**src/rtl/pipe_ctrl_n.sv**
```systemverilog
// Parametrised pipeline stall/flush controller with inst/data bus outstanding tracking.
// Define PIPE_PERF_EN to add the perf_stall_cyc / perf_flush_cnt performance counters.
module pipe_ctrl_n #(
  parameter int NSTAGE     = 5,
  parameter int MAX_OUT    = 2,
  parameter int EXC_STAGE  = 3,
  parameter int BR_STAGE   = 1,
  parameter int FWD_STAGES = NSTAGE - 3
) (
  input  logic                    clk,
  input  logic                    resetn,
  input  logic                    inst_req,
  input  logic                    inst_addr_ok,
  input  logic                    inst_data_ok,
  output logic                    inst_req_en,
  output logic                    inst_discard,
  input  logic                    data_req,
  input  logic                    data_addr_ok,
  input  logic                    data_data_ok,
  output logic                    data_req_en,
  input  logic                    wb_data_pend,
  input  logic [NSTAGE-1:0]       stage_busy,
  input  logic                    id_rs_ren,
  input  logic                    id_rt_ren,
  input  logic [4:0]              id_rs,
  input  logic [4:0]              id_rt,
  input  logic [FWD_STAGES-1:0]   prod_wen,
  input  logic [FWD_STAGES-1:0]   prod_late,
  input  logic [5*FWD_STAGES-1:0] prod_wreg,
  input  logic                    exc_flush,
  input  logic                    br_flush,
  output logic [NSTAGE-1:0]       stall,
  output logic [NSTAGE-1:0]       refresh
`ifdef PIPE_PERF_EN
  ,
  output logic [31:0]             perf_stall_cyc,
  output logic [31:0]             perf_flush_cnt
`endif
);

  localparam int CW = $clog2(MAX_OUT + 1);
  localparam logic [CW-1:0] MAX_CNT = CW'(MAX_OUT);

  logic [CW-1:0] inst_cnt_reg, inst_cnt_next;
  logic [CW-1:0] inst_drop_reg, inst_drop_next;
  logic [CW-1:0] data_cnt_reg, data_cnt_next;
  logic          inst_inc, inst_dec, data_inc, data_dec;
  logic          flush, drop_nz, if_busy, haz;
  logic [FWD_STAGES-1:0] haz_vec;
  logic [NSTAGE-1:0]     busy, stall_chain;

  assign flush    = exc_flush | br_flush;
  assign drop_nz  = (inst_drop_reg != '0);
  assign inst_inc = inst_req & inst_addr_ok & (inst_cnt_reg < MAX_CNT);
  assign inst_dec = inst_data_ok & (inst_cnt_reg != '0);
  assign data_inc = data_req & data_addr_ok & (data_cnt_reg < MAX_CNT);
  assign data_dec = data_data_ok & (data_cnt_reg != '0);

  assign inst_cnt_next = inst_cnt_reg + CW'(inst_inc) - CW'(inst_dec);
  assign data_cnt_next = data_cnt_reg + CW'(data_inc) - CW'(data_dec);

  // On flush every fetch still in flight after this cycle becomes stale,
  // except a beat returning right now that is not already being dropped.
  always_comb begin
    inst_drop_next = inst_drop_reg;
    if (flush)
      inst_drop_next = inst_cnt_reg + CW'(inst_inc) - CW'(inst_dec & ~drop_nz);
    else if (inst_data_ok && drop_nz)
      inst_drop_next = inst_drop_reg - CW'(1);
  end

  always_ff @(posedge clk or negedge resetn) begin
    if (!resetn) begin
      inst_cnt_reg  <= '0;
      inst_drop_reg <= '0;
      data_cnt_reg  <= '0;
    end else begin
      inst_cnt_reg  <= inst_cnt_next;
      inst_drop_reg <= inst_drop_next;
      data_cnt_reg  <= data_cnt_next;
    end
  end

  assign inst_req_en  = (inst_cnt_reg < MAX_CNT);
  assign data_req_en  = (data_cnt_reg < MAX_CNT);
  assign inst_discard = inst_data_ok & drop_nz;
  assign if_busy      = inst_discard | drop_nz | ~(inst_data_ok | (inst_cnt_reg == '0));

  genvar gi;
  generate
    for (gi = 0; gi < FWD_STAGES; gi++) begin : g_haz
      logic [4:0] wreg;
      assign wreg = prod_wreg[5*gi +: 5];
      assign haz_vec[gi] = prod_wen[gi] & prod_late[gi] & (wreg != 5'd0) &
                           ((id_rs_ren & (id_rs == wreg)) | (id_rt_ren & (id_rt == wreg)));
    end

    for (gi = 0; gi < NSTAGE; gi++) begin : g_busy
      if (gi == 0) begin : g_if
        assign busy[gi] = stage_busy[gi] | if_busy;
      end else if (gi == 1) begin : g_id
        assign busy[gi] = stage_busy[gi] | haz;
      end else if (gi == EXC_STAGE) begin : g_mem
        assign busy[gi] = stage_busy[gi] | (data_req & ~data_addr_ok);
      end else if (gi == NSTAGE - 1) begin : g_wb
        assign busy[gi] = stage_busy[gi] | (wb_data_pend & ~data_data_ok);
      end else begin : g_plain
        assign busy[gi] = stage_busy[gi];
      end
    end
  endgenerate

  assign haz = |haz_vec;

  // A stage holds if it or anything downstream of it is busy.
  always_comb begin
    logic acc;
    acc = 1'b0;
    stall_chain = '0;
    for (int i = NSTAGE - 1; i >= 0; i--) begin
      acc = acc | busy[i];
      stall_chain[i] = acc;
    end
  end

  always_comb begin
    stall = stall_chain;
    if (exc_flush)
      stall[EXC_STAGE:0] = '0;
  end

  always_comb begin
    refresh = '0;
    for (int i = 0; i < NSTAGE - 1; i++)
      refresh[i+1] = stall[i] & ~stall[i+1];
    if (exc_flush)
      refresh[EXC_STAGE:0] = '1;
    else if (br_flush)
      refresh[BR_STAGE-1:0] = '1;
  end

`ifdef PIPE_PERF_EN
  always_ff @(posedge clk or negedge resetn) begin
    if (!resetn) begin
      perf_stall_cyc <= '0;
      perf_flush_cnt <= '0;
    end else begin
      perf_stall_cyc <= perf_stall_cyc + 32'(stall[1]);
      perf_flush_cnt <= perf_flush_cnt + 32'(flush);
    end
  end
`endif

endmodule

```
**config.mk**
```make
export PLATFORM = sky130hd
export DESIGN_NAME = pipe_ctrl_n
export DESIGN_NICKNAME = d
export VERILOG_FILES = /design/src/rtl/pipe_ctrl_n.sv
export SDC_FILE = /design/constraint.sdc
export NUM_CORES = 1
export LEC_CHECK = 0
export ABC_CLOCK_PERIOD_IN_PS = 2900
export CORE_MARGIN = 3
export CORE_UTILIZATION = 30
export CTS_BUF_LIST = sky130_fd_sc_hd__clkbuf_8
export DETAILED_ROUTE_END_ITERATION = 10
export PLACE_DENSITY = 0.71
export SYNTH_ARGS = -nofsm -noshare
export SYNTH_HDL_FRONTEND = slang
export SYNTH_SLANG_ARGS = --single-unit
export TNS_END_PERCENT = 5
```
**constraint.sdc**
```tcl
create_clock -name clk -period 2.9 [get_ports clk]
set_clock_uncertainty 0.2 [all_clocks]
set_input_delay 0.29 -clock clk [delete_from_list [all_inputs] [get_ports clk]]
set_output_delay 0.29 -clock clk [all_outputs]
set_load 0.03 [all_outputs]
```
## Word level (Yosys, flattened, before mapping)

Cells that the tools add are included.

- Flip-flop bits (word level): 6
- Bits of input ports: 42
- Output and inout port bits: 13
- Logic and storage cells: 76

- Add/subtract/negate cells: 6
- Magnitude comparators: 2
- Eq/ne operators: 4
- Mux-type cells: 6
- Bitwise logic cells: 46
- Reduce and logical (&&, ||, !) cells: 9

Operators with widths:

| cell | count |
|---|---|
| $and A1 B1 Y1 | 23 |
| $eq A5 B5 Y1 | 4 |
| $or A1 B1 Y1 | 14 |
| $reduce_bool A5 Y1 | 2 |
| $reduce_bool A2 Y1 | 4 |
| $not A1 Y1 | 7 |
| $add A2 B1 Y2 | 2 |
| $lt A2 B2 Y1 const B | 2 |
| $mux W2 | 2 |
| $mux W4 | 1 |
| $sub A2 B1 Y2 | 2 |
| $mux W3 | 1 |
| $and A1 B2 Y2 | 1 |
| $logic_not A2 Y1 | 1 |
| $mux W1 | 2 |
| $not A1 Y2 | 1 |
| $reduce_or A2 Y1 | 1 |
| $sub A2 B1 Y2 const B | 1 |
| $sub A2 B2 Y2 | 1 |
| $logic_and A1 B1 Y1 | 1 |

## Logic depth before layout (Yosys ltp)

Gate-level depths: netlist (run 1).

- Word-level depth: 12
- Depth in mapped cells: 7

## Worst setup path before layout (run 1)

Ideal clock, no wire load.

- Kind: input to output
- Start point: in prod_wreg[0]
- End point: out refresh[1]
- Data arrival time: 1643 ps
- Data required time: 2410 ps
- Setup slack: 767 ps
- Stages: 4
- Path buffers: 0
- Path through: or3_1 -> o311a_1 -> a221oi_2 -> a31o_1

- Word-level cells in the longest chain between the ends: 11
- Elaborated cells between the ends (all ways): 16
- Those cells by class: eq/ne: 2; mux: 2; bitwise: 10; reduce/logical: 2

Ends and longest elaborated chain:

| item | RTL line | RTL |
|---|---|---|
| start: declaration | 29 | `input logic [5*FWD_STAGES-1:0] prod_wreg,` |
| $eq A5 B5 Y1 | 95 | `((id_rs_ren & (id_rs == wreg)) \| (id_rt_ren & (id_rt == wreg)));` |
| $and A1 B1 Y1 | 95 |  |
| $or A1 B1 Y1 | 95 |  |
| $and A1 B1 Y1 (*) | 94 | `assign haz_vec[gi] = prod_wen[gi] & prod_late[gi] & (wreg != 5'd0) &` |
| $reduce_or A2 Y1 (*) | 113 | `assign haz = \|haz_vec;` |
| $or A1 B1 Y1 (*) | 102 | `assign busy[gi] = stage_busy[gi] \| haz;` |
| $or A1 B1 Y1 (*) | 121 | `acc = acc \| busy[i];` |
| $or A1 B1 Y1 / $mux W4 (equally long branches) | 121, 128 |  |
| $mux W4 (*) | 128 | `if (exc_flush)` |
| $and A1 B1 Y1 (*) | 135 | `refresh[i+1] = stall[i] & ~stall[i+1];` |
| $mux W3 (*) | 136 | `if (exc_flush)` |
| end: declaration | 33 | `output logic [NSTAGE-1:0] refresh` |

Mark *: on every way between the ends. The rest lies on a longest branch, timed or not.

## Worst setup path after layout (run 1)

- Start point: in prod_wreg[5]
- End point: out stall[0]

- Word-level cells in the longest chain between the ends: 9
- Elaborated cells between the ends (all ways): 13
- Those cells by class: eq/ne: 2; mux: 1; bitwise: 8; reduce/logical: 2

Ends and longest elaborated chain:

| item | RTL line | RTL |
|---|---|---|
| $eq A5 B5 Y1 | 95 |  |
| $and A1 B1 Y1 | 95 |  |
| $or A1 B1 Y1 | 95 |  |
| $and A1 B1 Y1 (*) | 94 |  |
| $reduce_or A2 Y1 (*) | 113 |  |
| $or A1 B1 Y1 (*) | 102 |  |
| $or A1 B1 Y1 (*) (2 in series) | 121 |  |
| $mux W4 (*) | 128 |  |
| end: declaration | 32 | `output logic [NSTAGE-1:0] stall,` |

Marked as above.

==> results of run 1 <==
==> layout make-up <==
| type | count | area share [%] |
|---|---|---|
| timing repair buffer | 61 | 41.0 |
| multi-input combinational | 78 | 40.8 |
| sequential | 6 | 10.5 |
| clock buffer | 3 | 2.89 |
| tap | 28 | 2.45 |
| inverter | 9 | 2.36 |
==> layout by cell type (no fill, tap or decap) <==
| cell | count |
|---|---|
| o211ai_1 | 1 |
| xnor2_1 | 25 |
| clkbuf_8 | 3 |
| nand2b_1 | 1 |
| a31o_1 | 1 |
| clkdlybuf4s50_1 | 50 |
| o311a_1 | 2 |
| o22ai_1 | 2 |
| a21oi_1 | 3 |
| a2111oi_1 | 1 |
| nor2_1 | 8 |
| a21o_1 | 2 |
| nand2_1 | 5 |
| o21ai_0 | 2 |
| nor2b_1 | 5 |
| or3_1 | 2 |
| nand4_1 | 4 |
| nand3_1 | 1 |
| inv_1 | 9 |
| dfrtp_1 | 6 |
| buf_4 | 8 |
| a221oi_2 | 1 |
| and3_1 | 1 |
| xor2_1 | 1 |
| dlygate4sd2_1 | 3 |
| ha_1 | 7 |
| nor3_1 | 1 |
| o21bai_1 | 1 |
| and2_1 | 1 |
==> per-stage QoR <==
| stage | hold WS [ns] | total power [W] | setup TNS (ns) | setup WS (ns) |
|---|---|---|---|---|
| 2_1_floorplan | -0.206 | 0.000434 | 0 | 0.767 |
| 3_3_place_gp | 0.294 | 0.000599 | -0.206 | -0.0765 |
| 3_5_place_dp | 0.303 | 0.000615 | -0.269 | -0.0978 |
| 4_1_cts | 0.128 | 0.000745 | 0 | 0.135 |
| 5_1_grt | 0.128 | 0.000801 | 0 | 0.0579 |
| 6_report | 0.120 | 0.000736 | 0 | 0.158 |
==> critical path, cell delays in order <==
cell and delay (ns):
clkdlybuf4s50_1 0.43, or3_1 0.38, o311a_1 0.32, a221oi_2 0.35
a21oi_1 0.11, dlygate4sd2_1 0.37
==> power breakdown <==
group          internal (W)  switching (W)
clock             0.0000893      0.0000370
combinational      0.000224       0.000226
sequential         0.000131      0.0000283
total              0.000445       0.000291
==> logic make-up after synthesis <==
logic type | share of synthesized area, %
AND/OR/NAND/NOR | 18.8
XOR/XNOR | 29.3
AO/OA/AOI/OAI | 15.6
adder cells (fa/ha/maj) | 11.3
buffers and inverters | 5.79
flip-flops | 19.3
==> metal layers <==
| metal | part of all wire, % | wire length [um] | up-vias |
|---|---|---|---|
| met1 | 41 | 1000 | 398 |
| met3 | 9.9 | 238 | 0 |
| met5 | 0 | 0 | - |
| li1 | - | - | 447 |
| met2 | 49 | 1170 | 35 |
| met4 | 0 | 0 | 0 |
==> worst max-delay path by stage <==
stage               cells after the start         end
global route                            6    stall[1]
finish                                  6    stall[0]
CTS                                     6    stall[0]
floorplan                               4  refresh[1]
detailed placement                      6    stall[0]
global placement                        6    stall[0]
==> flow_summary.yaml, run 1 <==
run_status:
  outcome: "completed"
finish:
  antennaDiodeCount: 0
  nNetsFinal: 208
  register_area_sq_um: 150
  multi_input_area_sq_um: 583
  utilization_pct: 61.1
  syn2layout_area_growth_pct: 83.8
  drive_above_1_share_pct: 7.64
  fillCellCount: 211
  final_area_sq_um: 1430
  instances_no_fill: 185
placement:
  place.gp.congestion: 0.833
  dp_cells: 182
  dp_hpwl_um: 2040
  placed_area_sq_um: 1390
  portBuffers: 54
sta:
  tightest_slew_ns: 0.321
  maxSlewViolCount: 0
  fin_crit_ns: 2.74
  grt_setup_unrepaired: "false"
  period_share_pct: 94.5
  fmax_ghz: 0.365
  hold_viol_final: 0
  slew_headroom_pct: 78.6
  setup_viol: 0
clock_network:
  cts.sinks: 6
  cts_buffer_depth: 2
  numCtsBuffers: 3
  cts_setup_buffers: 0
  cts_resized: 3
  cts_tree: "built"
  cts_hold_buf: 0
  ctsHtreeMaxLevel: 1
  cts-root-buf: "clkbuf_8"
  clkTransAtPathRegs_ns: 0.04
  insertion_delay_ns: 0.22
floorplanning:
  std_cell_rows: 17
  die_x_um: 56.9
  fp.dieH_um: 56.9
  coreArea_sq_um: 2340
  die_area_sq_um: 3240
  io_pins: 55
  start_util_pct: 33.3
critical_path:
  start_kind: "input pin"
  worstRegToRegCells: 7
  r2r_setup_slack_ns: 1.17
  reg2reg_from: "inst_cnt_reg[1]$_DFF_PN0_"
  crit_path_start: "prod_wreg[5]"
  path_max_fanout: 4
  path_class: "in -> out"
  required_ns: 2.41
  r2r_end: "inst_drop_reg[1]$_DFFE_PN0P_"
  worst_setup_path_end_kind: "output port"
  arrival_ns: 2.25
route:
  initialDrtViolationCount: 12
  routed_wl_um: 2410
  vias: 880
  wire_per_inst_um: 13.0
  drc_errors: 0
  ant_nets: 0
  first_pass_iters: 4
  vias_per_cell: 4.76
yosys:
  synthTopCellsByArea: "xnor2_1, dfrtp_1, ha_1, inv_1, nor2b_1"
  synth_most_common_cell: "xnor2_1"
  syn_area_sq_um: 778
  syn_inst: 95
  synth_area_per_cell_sq_um: 8.19
  synth_top_area_share_pct: 28.1
  syn_nets: 144
  synth-async-reset-ratio_pct: 100
  synth_cell_types: 27
  synth_top_cell_by_area: "xnor2_1"
  synth_edf_count: 0
  synth_common_cells: "xnor2_1, inv_1, nor2_1"
  synth-seq-area-share_pct: 19.3
  synthFlopType: "dfrtp_1"
  synth_seq_cells: 6
  synth_warnings: 0
power:
  ir_drop_uv: 469
  leakagePower_nw: 0.591
  power.density_nw_per_um2: 515
global_route:
  grt_first_pass_wirelength_um: 3860
  grt_use_met2_pct: 26.3
  busiest_layer: "met2"
  overflow: 0
  grtUsageMet3_pct: 4.07
  antenna_found_initial: 0
  grt_max_degree: 10
  track_usage_pct: 14.4
  grt_pass1_vias: 910
  met1_usage_pct: 17.2
flow_run:
  maxCapViolations: 0
hold_path:
  holdCritPathClass: "in -> async"
(Power assumes the default switching activity.)
==> inputs of run 2 (changes only) <==
--- a/config.mk
+++ b/config.mk
@@ -8,7 +8,6 @@
 export ABC_CLOCK_PERIOD_IN_PS = 2900
 export CORE_MARGIN = 3
 export CORE_UTILIZATION = 30
-export CTS_BUF_LIST = sky130_fd_sc_hd__clkbuf_8
 export DETAILED_ROUTE_END_ITERATION = 10
 export PLACE_DENSITY = 0.71
 export SYNTH_ARGS = -nofsm -noshare
==> run 2 against run 1 <==
Largest cell class unchanged. Non-clock buffer count unchanged. Largest power group unchanged. Core utilization decreased by 0.80 points. Power decreased by 6.2%.
==> flow_summary.yaml, run 2 (synthesis results as in run 1) <==
critical_path:
  max_stage_delay_ns: 0.43
  required_ns: 2.41
  slowest_stage: "clkdlybuf4s50_1"
  worstPathCellList: "clkdlybuf4s50_1 -> or3_1 -> o311a_1 -> a221oi_2 -> a21oi_1 -> dlygate4sd2_1"
  start_kind: "input pin"
  arrival_ns: 2.25
  worst_setup_path_end_kind: "output port"
  path_delay_family: "buffers and inverters"
  path_max_fanout: 4
  path_class: "in -> out"
  path_buf_inv: 2
clock_network:
  cts.sinks: 6
  cts_tree: "built"
  cts-root-buf: "clkbuf_4"
  cts_resized: 3
  insertion_delay_ns: 0.25
  cts_buffer_depth: 2
  cts_hold_buf: 0
  numCtsBuffers: 3
  ctsHtreeMaxLevel: 1
  clkTransAtPathRegs_ns: 0.05
  cts_setup_buffers: 0
sta:
  period_share_pct: 94.6
  fmax_ghz: 0.365
  grt_setup_unrepaired: "false"
  tns_ns: 0
  tightest_slew_ns: 0.320
  hold_viol_final: 0
  slew_headroom_pct: 78.6
  fin_crit_ns: 2.74
  maxSlewViolCount: 0
  setup_viol: 0
finish:
  final_common_cell: "clkdlybuf4s50_1"
  antennaDiodeCount: 0
  layout_common_cells: "clkdlybuf4s50_1, xnor2_1, inv_1"
  fillCellCount: 214
  syn2layout_area_growth_pct: 81.4
  nNetsFinal: 208
  instances_no_fill: 185
  utilization_pct: 60.3
  drive_above_1_share_pct: 7.64
  final_area_sq_um: 1410
route:
  initialDrtViolationCount: 15
  routed_wl_um: 2410
  wire_per_inst_um: 13.0
  vias_per_cell: 4.72
  vias: 873
  first_pass_iters: 4
  drc_errors: 0
  ant_nets: 0
hold_path:
  holdCritPathClass: "in -> async"
floorplanning:
  die_x_um: 56.9
  start_util_pct: 33.3
  fp.dieH_um: 56.9
  io_pins: 55
  coreArea_sq_um: 2340
  die_area_sq_um: 3240
  std_cell_rows: 17
global_route:
  grt_pass1_vias: 910
  track_usage_pct: 14.8
  antenna_found_initial: 0
  grt_first_pass_wirelength_um: 3860
  overflow: 0
  grt_max_degree: 10
power:
  ir_drop_uv: 487
  power_w: 0.000690
  power.density_nw_per_um2: 489
  leakagePower_nw: 0.583
placement:
  portBuffers: 54
  dp_cells: 182
  placed_area_sq_um: 1390
  place.gp.congestion: 0.833
  dp_hpwl_um: 2040
flow_run:
  maxCapViolations: 0
run_status:
  outcome: "completed"
## run 2: cell counts in the layout (fill, tap and decap cells not counted)
Identical to the previous run, type by type.
## run 2: area by class of cell
type | instances | area (sq um) | area share, %
repair buffers | 61 | 587 | 41.6
multi-input cells | 78 | 583 | 41.3
flip-flops and latches | 6 | 150 | 10.6
well taps | 28 | 35.0 | 2.48
inverters | 9 | 33.8 | 2.39
clock buffers | 3 | 22.5 | 1.60
## run 2: power breakdown
group          internal [W]  leakage [nW]  switching (W)   total, W
clock network     0.0000470        0.0138      0.0000329  0.0000799
registers          0.000131        0.0699      0.0000287   0.000160
logic              0.000224         0.499       0.000226   0.000451
## run 2: worst paths after layout
check	start	to	slack, ns	cells after the start
max	prod_wreg[5]	stall[0]	0.16	6
min in group clk	data_cnt_reg[0]$_DFF_PN0_	data_cnt_reg[0]$_DFF_PN0_	0.31	1
max in group asynchronous	resetn	data_cnt_reg[0]$_DFF_PN0_	2.18	1
min	resetn	inst_drop_reg[0]$_DFFE_PN0P_	0.09	1
min reg2reg	data_cnt_reg[0]$_DFF_PN0_	data_cnt_reg[0]$_DFF_PN0_	0.31	1
max reg2reg	inst_cnt_reg[1]$_DFF_PN0_	inst_drop_reg[1]$_DFFE_PN0P_	1.16	7
## run 2: through the flow
| step | setup WS, ns | hold slack, ns |
|---|---|---|
| after floorplan | 0.767 | -0.206 |
| after global placement | -0.0765 | 0.294 |
| after detailed placement | -0.0978 | 0.303 |
| after CTS | 0.135 | 0.0910 |
| after global routing | 0.0577 | 0.0912 |
| final | 0.157 | 0.0934 |
## run 2: metal layers
metal  wire [um]  vias up  GRT usage [%]
met4          11        0           4.97
met1        1000      387           17.1
met2        1160       37           26.1
met5           0        -              0
met3         239        2           4.07
li1            -      447              -
